[src/rtl/mem_arbiter_if.sv]
// rtl/mem_arbiter_if.sv - CPU, DMA and memory port bundle for mem_arbiter
// master is the arbiter side, slave is the CPU/DMA/memory environment.
interface mem_arbiter_if #(
  parameter int AW = 32,
  parameter int DW = 32
);
  logic          cpu_req;
  logic          cpu_we;
  logic [AW-1:0] cpu_addr;
  logic [DW-1:0] cpu_wdata;
  logic [DW-1:0] cpu_rdata;
  logic          cpu_ready;

  logic          dma_req;
  logic [AW-1:0] dma_addr;
  logic [DW-1:0] dma_rdata;
  logic          dma_ready;

  logic          mem_en;
  logic          mem_we;
  logic [AW-1:0] mem_addr;
  logic [DW-1:0] mem_wdata;
  logic [DW-1:0] mem_rdata;

  logic [1:0]    gnt;

  modport master (
    input  cpu_req, cpu_we, cpu_addr, cpu_wdata, dma_req, dma_addr, mem_rdata,
    output cpu_rdata, cpu_ready, dma_rdata, dma_ready,
    output mem_en, mem_we, mem_addr, mem_wdata, gnt
  );

  modport slave (
    output cpu_req, cpu_we, cpu_addr, cpu_wdata, dma_req, dma_addr, mem_rdata,
    input  cpu_rdata, cpu_ready, dma_rdata, dma_ready,
    input  mem_en, mem_we, mem_addr, mem_wdata, gnt
  );
endinterface

[src/rtl/mem_arbiter.sv]
// rtl/mem_arbiter.sv - round-robin CPU/DMA arbiter for one fixed-latency memory port
// Ownership is decided in IDLE; request fields are latched so the owner may change them mid-access.
module mem_arbiter #(
  parameter int AW      = 32,
  parameter int DW      = 32,
  parameter int MEM_LAT = 1
) (
  input  logic          clk,
  input  logic          reset,
  mem_arbiter_if.master bus
);
  typedef enum logic [1:0] {IDLE, ISSUE, WAIT, DONE} state_t;

  localparam logic       OWN_CPU = 1'b0;
  localparam logic       OWN_DMA = 1'b1;
  localparam logic [3:0] LAT     = 4'(MEM_LAT);

  state_t        state_q, state_d;
  logic [3:0]    cnt_q, cnt_d;
  logic          owner_q, owner_d;
  logic          last_owner_q, last_owner_d;
  logic          we_q, we_d;
  logic [AW-1:0] addr_q, addr_d;
  logic [DW-1:0] wdata_q, wdata_d;
  logic [DW-1:0] cpu_rdata_q, cpu_rdata_d;
  logic [DW-1:0] dma_rdata_q, dma_rdata_d;
  logic          pick_dma;

  // DMA wins a tie only when the CPU was the most recent owner.
  assign pick_dma = bus.dma_req & (~bus.cpu_req | (last_owner_q == OWN_CPU));

  always_comb begin
    state_d      = state_q;
    cnt_d        = cnt_q;
    owner_d      = owner_q;
    last_owner_d = last_owner_q;
    we_d         = we_q;
    addr_d       = addr_q;
    wdata_d      = wdata_q;
    cpu_rdata_d  = cpu_rdata_q;
    dma_rdata_d  = dma_rdata_q;
    case (state_q)
      IDLE: begin
        if (bus.cpu_req || bus.dma_req) begin
          owner_d = pick_dma ? OWN_DMA : OWN_CPU;
          addr_d  = pick_dma ? bus.dma_addr : bus.cpu_addr;
          we_d    = ~pick_dma & bus.cpu_we;
          wdata_d = pick_dma ? '0 : bus.cpu_wdata;
          state_d = ISSUE;
        end
      end
      ISSUE: begin
        cnt_d   = LAT;
        state_d = WAIT;
      end
      WAIT: begin
        cnt_d = cnt_q - 4'd1;
        if (cnt_q == 4'd1) begin
          if (!we_q && owner_q == OWN_DMA) dma_rdata_d = bus.mem_rdata;
          if (!we_q && owner_q == OWN_CPU) cpu_rdata_d = bus.mem_rdata;
          state_d = DONE;
        end
      end
      DONE: begin
        last_owner_d = owner_q;
        state_d      = IDLE;
      end
      default: state_d = IDLE;
    endcase
  end

  always_ff @(posedge clk or negedge reset) begin
    if (!reset) begin
      state_q      <= IDLE;
      cnt_q        <= 4'd0;
      owner_q      <= OWN_CPU;
      last_owner_q <= OWN_DMA;
      we_q         <= 1'b0;
      addr_q       <= '0;
      wdata_q      <= '0;
      cpu_rdata_q  <= '0;
      dma_rdata_q  <= '0;
    end else begin
      state_q      <= state_d;
      cnt_q        <= cnt_d;
      owner_q      <= owner_d;
      last_owner_q <= last_owner_d;
      we_q         <= we_d;
      addr_q       <= addr_d;
      wdata_q      <= wdata_d;
      cpu_rdata_q  <= cpu_rdata_d;
      dma_rdata_q  <= dma_rdata_d;
    end
  end

  // Outputs decode from state so an asynchronous reset clears them at once.
  always_comb begin
    bus.mem_en    = 1'b0;
    bus.mem_we    = 1'b0;
    bus.mem_addr  = '0;
    bus.mem_wdata = '0;
    bus.gnt       = 2'b00;
    if (state_q == ISSUE) begin
      bus.mem_en    = 1'b1;
      bus.mem_we    = we_q;
      bus.mem_addr  = addr_q;
      bus.mem_wdata = wdata_q;
    end
    if (state_q != IDLE) bus.gnt = (owner_q == OWN_DMA) ? 2'b10 : 2'b01;
    bus.cpu_ready = (state_q == DONE) && (owner_q == OWN_CPU);
    bus.dma_ready = (state_q == DONE) && (owner_q == OWN_DMA);
  end

  assign bus.cpu_rdata = cpu_rdata_q;
  assign bus.dma_rdata = dma_rdata_q;
endmodule

[src/flat_wrapper.sv]
// flat-port wrapper written by rule: the top's interface ports become plain ports
module mem_arbiter_flat 
#(
  parameter int AW      = 32,
  parameter int DW      = 32,
  parameter int MEM_LAT = 1
)
  (clk, reset, bus_cpu_req, bus_cpu_we, bus_cpu_addr, bus_cpu_wdata, bus_dma_req, bus_dma_addr, bus_mem_rdata, bus_cpu_rdata, bus_cpu_ready, bus_dma_rdata, bus_dma_ready, bus_mem_en, bus_mem_we, bus_mem_addr, bus_mem_wdata, bus_gnt);
  mem_arbiter_if #(.AW(AW), .DW(DW)) bus_i ();
  input  logic clk;
  input  logic reset;
  input wire logic [$bits(bus_i.cpu_req)-1:0] bus_cpu_req;
  input wire logic [$bits(bus_i.cpu_we)-1:0] bus_cpu_we;
  input wire logic [$bits(bus_i.cpu_addr)-1:0] bus_cpu_addr;
  input wire logic [$bits(bus_i.cpu_wdata)-1:0] bus_cpu_wdata;
  input wire logic [$bits(bus_i.dma_req)-1:0] bus_dma_req;
  input wire logic [$bits(bus_i.dma_addr)-1:0] bus_dma_addr;
  input wire logic [$bits(bus_i.mem_rdata)-1:0] bus_mem_rdata;
  output wire logic [$bits(bus_i.cpu_rdata)-1:0] bus_cpu_rdata;
  output wire logic [$bits(bus_i.cpu_ready)-1:0] bus_cpu_ready;
  output wire logic [$bits(bus_i.dma_rdata)-1:0] bus_dma_rdata;
  output wire logic [$bits(bus_i.dma_ready)-1:0] bus_dma_ready;
  output wire logic [$bits(bus_i.mem_en)-1:0] bus_mem_en;
  output wire logic [$bits(bus_i.mem_we)-1:0] bus_mem_we;
  output wire logic [$bits(bus_i.mem_addr)-1:0] bus_mem_addr;
  output wire logic [$bits(bus_i.mem_wdata)-1:0] bus_mem_wdata;
  output wire logic [$bits(bus_i.gnt)-1:0] bus_gnt;
  assign bus_i.cpu_req = bus_cpu_req;
  assign bus_i.cpu_we = bus_cpu_we;
  assign bus_i.cpu_addr = bus_cpu_addr;
  assign bus_i.cpu_wdata = bus_cpu_wdata;
  assign bus_i.dma_req = bus_dma_req;
  assign bus_i.dma_addr = bus_dma_addr;
  assign bus_i.mem_rdata = bus_mem_rdata;
  assign bus_cpu_rdata = bus_i.cpu_rdata;
  assign bus_cpu_ready = bus_i.cpu_ready;
  assign bus_dma_rdata = bus_i.dma_rdata;
  assign bus_dma_ready = bus_i.dma_ready;
  assign bus_mem_en = bus_i.mem_en;
  assign bus_mem_we = bus_i.mem_we;
  assign bus_mem_addr = bus_i.mem_addr;
  assign bus_mem_wdata = bus_i.mem_wdata;
  assign bus_gnt = bus_i.gnt;
  mem_arbiter #(.AW(AW), .DW(DW), .MEM_LAT(MEM_LAT)) u_core (.clk(clk), .reset(reset), .bus(bus_i));
endmodule
[config.mk]
export PLATFORM = sky130hd
export DESIGN_NAME = mem_arbiter_flat
export DESIGN_NICKNAME = d
export VERILOG_FILES = /design/src/rtl/mem_arbiter_if.sv /design/src/rtl/mem_arbiter.sv /design/src/flat_wrapper.sv
export SDC_FILE = /design/constraint.sdc
export NUM_CORES = 1
export LEC_CHECK = 0
export ABC_AREA = 0
export ABC_CLOCK_PERIOD_IN_PS = 2100
export CAP_MARGIN = 20
export CORE_UTILIZATION = 38
export CTS_CLUSTER_DIAMETER = 40
export CTS_CLUSTER_SIZE = 28
export DETAILED_ROUTE_END_ITERATION = 8
export MAX_ROUTING_LAYER = met4
export PLACE_DENSITY = 0.76
export SKIP_LAST_GASP = 1
export SYNTH_ARGS = -nofsm -noshare
export SYNTH_HDL_FRONTEND = slang
export SYNTH_SLANG_ARGS = --single-unit
[constraint.sdc]
create_clock -name clk -period 2.1 [get_ports clk]
set_input_delay 0.42 -clock clk [delete_from_list [all_inputs] [get_ports clk]]
set_output_delay 0.42 -clock clk [all_outputs]
set_load 0.05 [all_outputs]
==> flow_metrics.tcl <==
set metrics [dict create \
    syn_inst 501 \
    maxCapViolCount 0 \
    outcome "complete, but fails checks" \
    synth_top_area_share_pct 57.0 \
    worstPathArrival_ns 2.43 \
    worst_pin_slew_ns 0.667 \
    synth_ff_type "dfrtp_1" \
    syn_to_final_growth_pct 77.4 \
    dpl.hpwl_mm 12.6 \
    initial_core_util_pct 39.2 \
    ios 267 \
    whs_ns 0.496 \
    synthTopCellsByArea "dfrtp_1 (57%), mux2_4 (7.5%), and2_1 (6.9%), mux2_2 (6.6%), a21oi_1 (5.4%)" \
    synth.most_common_cell "dfrtp_1" \
    worstSetupPathType "reg -> reg" \
    worstReg2RegEnd "u_core.bus.cpu_rdata[4]" \
    finalSetupTns_ns -0.429 \
    ys_async_sr_fraction_pct 100 \
    fin_crit_ns 2.13 \
    synth_commonest_cells "dfrtp_1 (136), and2_1 (66), a21oi_1 (64)" \
    fin_nets 923 \
    vias 5056 \
    drive_above_1_share_pct 33.9 \
    slew_violations 0 \
    combPwrFrac_pct 60.7 \
    io_buffers 266 \
    yosys_warnings 0 \
    antenna_cells 0 \
    end_kind "register" \
    period_share_pct 102 \
    setup_slack_ns -0.0332 \
    clkPwrFrac_pct 14.7 \
    power.share.switching_pct 43.6 \
    seq_area_um2 3430 \
    clock_path_buffers 2 \
    ys_seq_area_share_pct 57.4 \
    pre_cts_slack_ns -0.170 \
    relSlewSlack_pct 55.6 \
    power_leakage_nw 4.66 \
    clk_pin_slew_ns 0.06 \
    p_int_mw 11.0 \
    power_frac_seq_pct 24.7 \
    cp_max_fo 8 \
    crit_start "u_core.cnt_q[1]" \
    powerDensity_nw_per_um2 1840 \
    synth_cell_types 30 \
    grt_pass1_wl_mm 28.5 \
    switchingPower_mw 8.50 \
    r2r-start "u_core.cnt_q[1]" \
    cts_sinks 137 \
    wl_mm 18.4 \
    clk_latency_ns 0.41 \
    numCtsBuffers 17 \
    grt_overflow 0 \
    die_h_um 127 \
    die_w_um 127 \
    ys_ff_latch 137 \
    drt_iter0_markers 218 \
    antenna_found_initial 0 \
    cp.required_ns 2.40 \
    max_freq_mhz 469 \
    setup_viol 31 \
    cts_root_buf "clkbuf_16" \
    die-area_um2 16200 \
    first_global_vias 5487 \
    multi_input_area_um2 2520 \
    endpoint "u_core.bus.cpu_rdata[4]" \
    cts-htree-levels 4 \
    hold_viol 0 \
    rows 45 \
    grt_start_max_net_pins 49 \
    r2r_slack_ns -0.03 \
    worstRegToRegCells 6 \
    violations "setup timing" \
    vdd_ir_drop_max_v 0.000861 \
    finalWeightedCongestion 0.783 \
    worst_setup_path_start_kind "register" \
    hold_class "in -> async" \
    num-fill-cells 1060 \
    synth_nets 640 \
    core-area_um2 15300 \
    syn_avg_cell_area_um2 11.9 \
    first_pass_iters 4 \
    via_per_inst 5.02 \
    rsz0062_at_grt "true" \
    grt_usage_pct 23.5 \
    synth_largest_area_cell "dfrtp_1" \
    postRouteAntennaNets 0 \
    cts_tree "yes" \
    syn-cell-area_um2 5970 \
    wl_per_cell_um 18.3 \
    synth_edf_count 0 \
    skew_ns 0.00784 \
    drc 0 \
]
flip-flops by register name, indices dropped and copies added (netlist names):
name and flops:
u_core.owner_q 1, u_core.wdata_q 32, u_core.we_q 1, u_core.state_q 2, u_core.bus.dma_rdata 32, u_core.addr_q 32
u_core.cnt_q 4, u_core.last_owner_q 1, u_core.bus.cpu_rdata 32
power by group through the flow:
stage	Sequential (mW)	Clock (mW)	Combinational [mW]
after detailed placement	4.79	0	11.3
after CTS	4.77	2.91	11.6
after global routing	4.94	3.06	12.4
after floorplan	6.80	0	4.64
after global placement	4.70	0	11.1
final	4.80	2.86	11.8
layout make-up:
class	instances	share of cell area [%]
Timing Repair Buffer	297	35.9
Clock inverter	13	1.27
Inverter	5	0.177
Tap cell	211	2.49
Sequential cell	137	32.3
Multi-Input combinational cell	326	23.7
Clock buffer	19	4.08
stage by stage:
| step | cell area (um^2) | cells | total power [mW] | util [%] |
|---|---|---|---|---|
| after floorplan | 6040 | 501 | 11.4 | - |
| after global placement | 9760 | 964 | 15.8 | 64.0 |
| after detailed placement | 9760 | 964 | 16.1 | 64.0 |
| after CTS | 10400 | 1000 | 19.3 | 68.3 |
| after global routing | 10600 | 1008 | 20.4 | 69.5 |
| final | 10600 | 1008 | 19.5 | 69.5 |
cell families (layout without fill, tap and decap cells):
family	count (synthesis)	count (layout)	synth area share, %
and+or+nand+nor	144	144	12.3
DFF	137	137	57.4
AOI/OAI and AO/OA	109	109	11.7
muxes	67	67	14.5
buffers and inverters	38	334	2.85
adders and majority gates	6	6	1.26
cell usage in the layout, fill, tap and decap left out, drive strengths merged, types with 2 or more instances in the layout:
cell type and n:
and2 66, mux2 67, dfrtp 136, nand2 34, buf 97, clkinvlp 2, clkinv 5, nor3 2
clkbuf 23, ha 6, inv 10, a21oi 64, clkdlybuf4s50 194, o21ai 4, nor2 36, a22o 35
nor2b 2
worst min path at each step:
stage,endpoint,cells after the start,slack (ns)
after global routing,u_core.wdata_q[27],1,0.52
after detailed placement,u_core.bus.cpu_rdata[25],1,0.39
final,u_core.bus.cpu_rdata[26],2,0.50
after floorplan,u_core.addr_q[0],0,0.12
after global placement,u_core.bus.cpu_rdata[25],1,0.39
after CTS,u_core.bus.dma_rdata[4],1,0.50
metal layers:
layer,up-vias,wire (um),track usage [%],share of wire [%]
met1,2515,7420,27.0,40
met4,0,226,5.32,1.2
met3,24,1350,7.71,7.3
met2,223,9400,40.0,51
li1,2294,-,-,-
met5,-,0,-,0
what timing repair did:
action	in CTS	in global routing
pin swaps	0	1
setup endpoints to repair	97	132
cloned	2	4
hold buffers	1	0
endpoints found under the hold margin	43	0
resized for setup	7	18
buffers inserted	1	4
critical path, cell delays in order (launching register included):
cell and delay, ns:
dfrtp_1 0.39, inv_2 0.09, ha_4 0.12, or3b_4 0.37
or4_4 0.53, clkbuf_16 0.22, mux2_4 0.30
(Power assumes the default switching activity.)
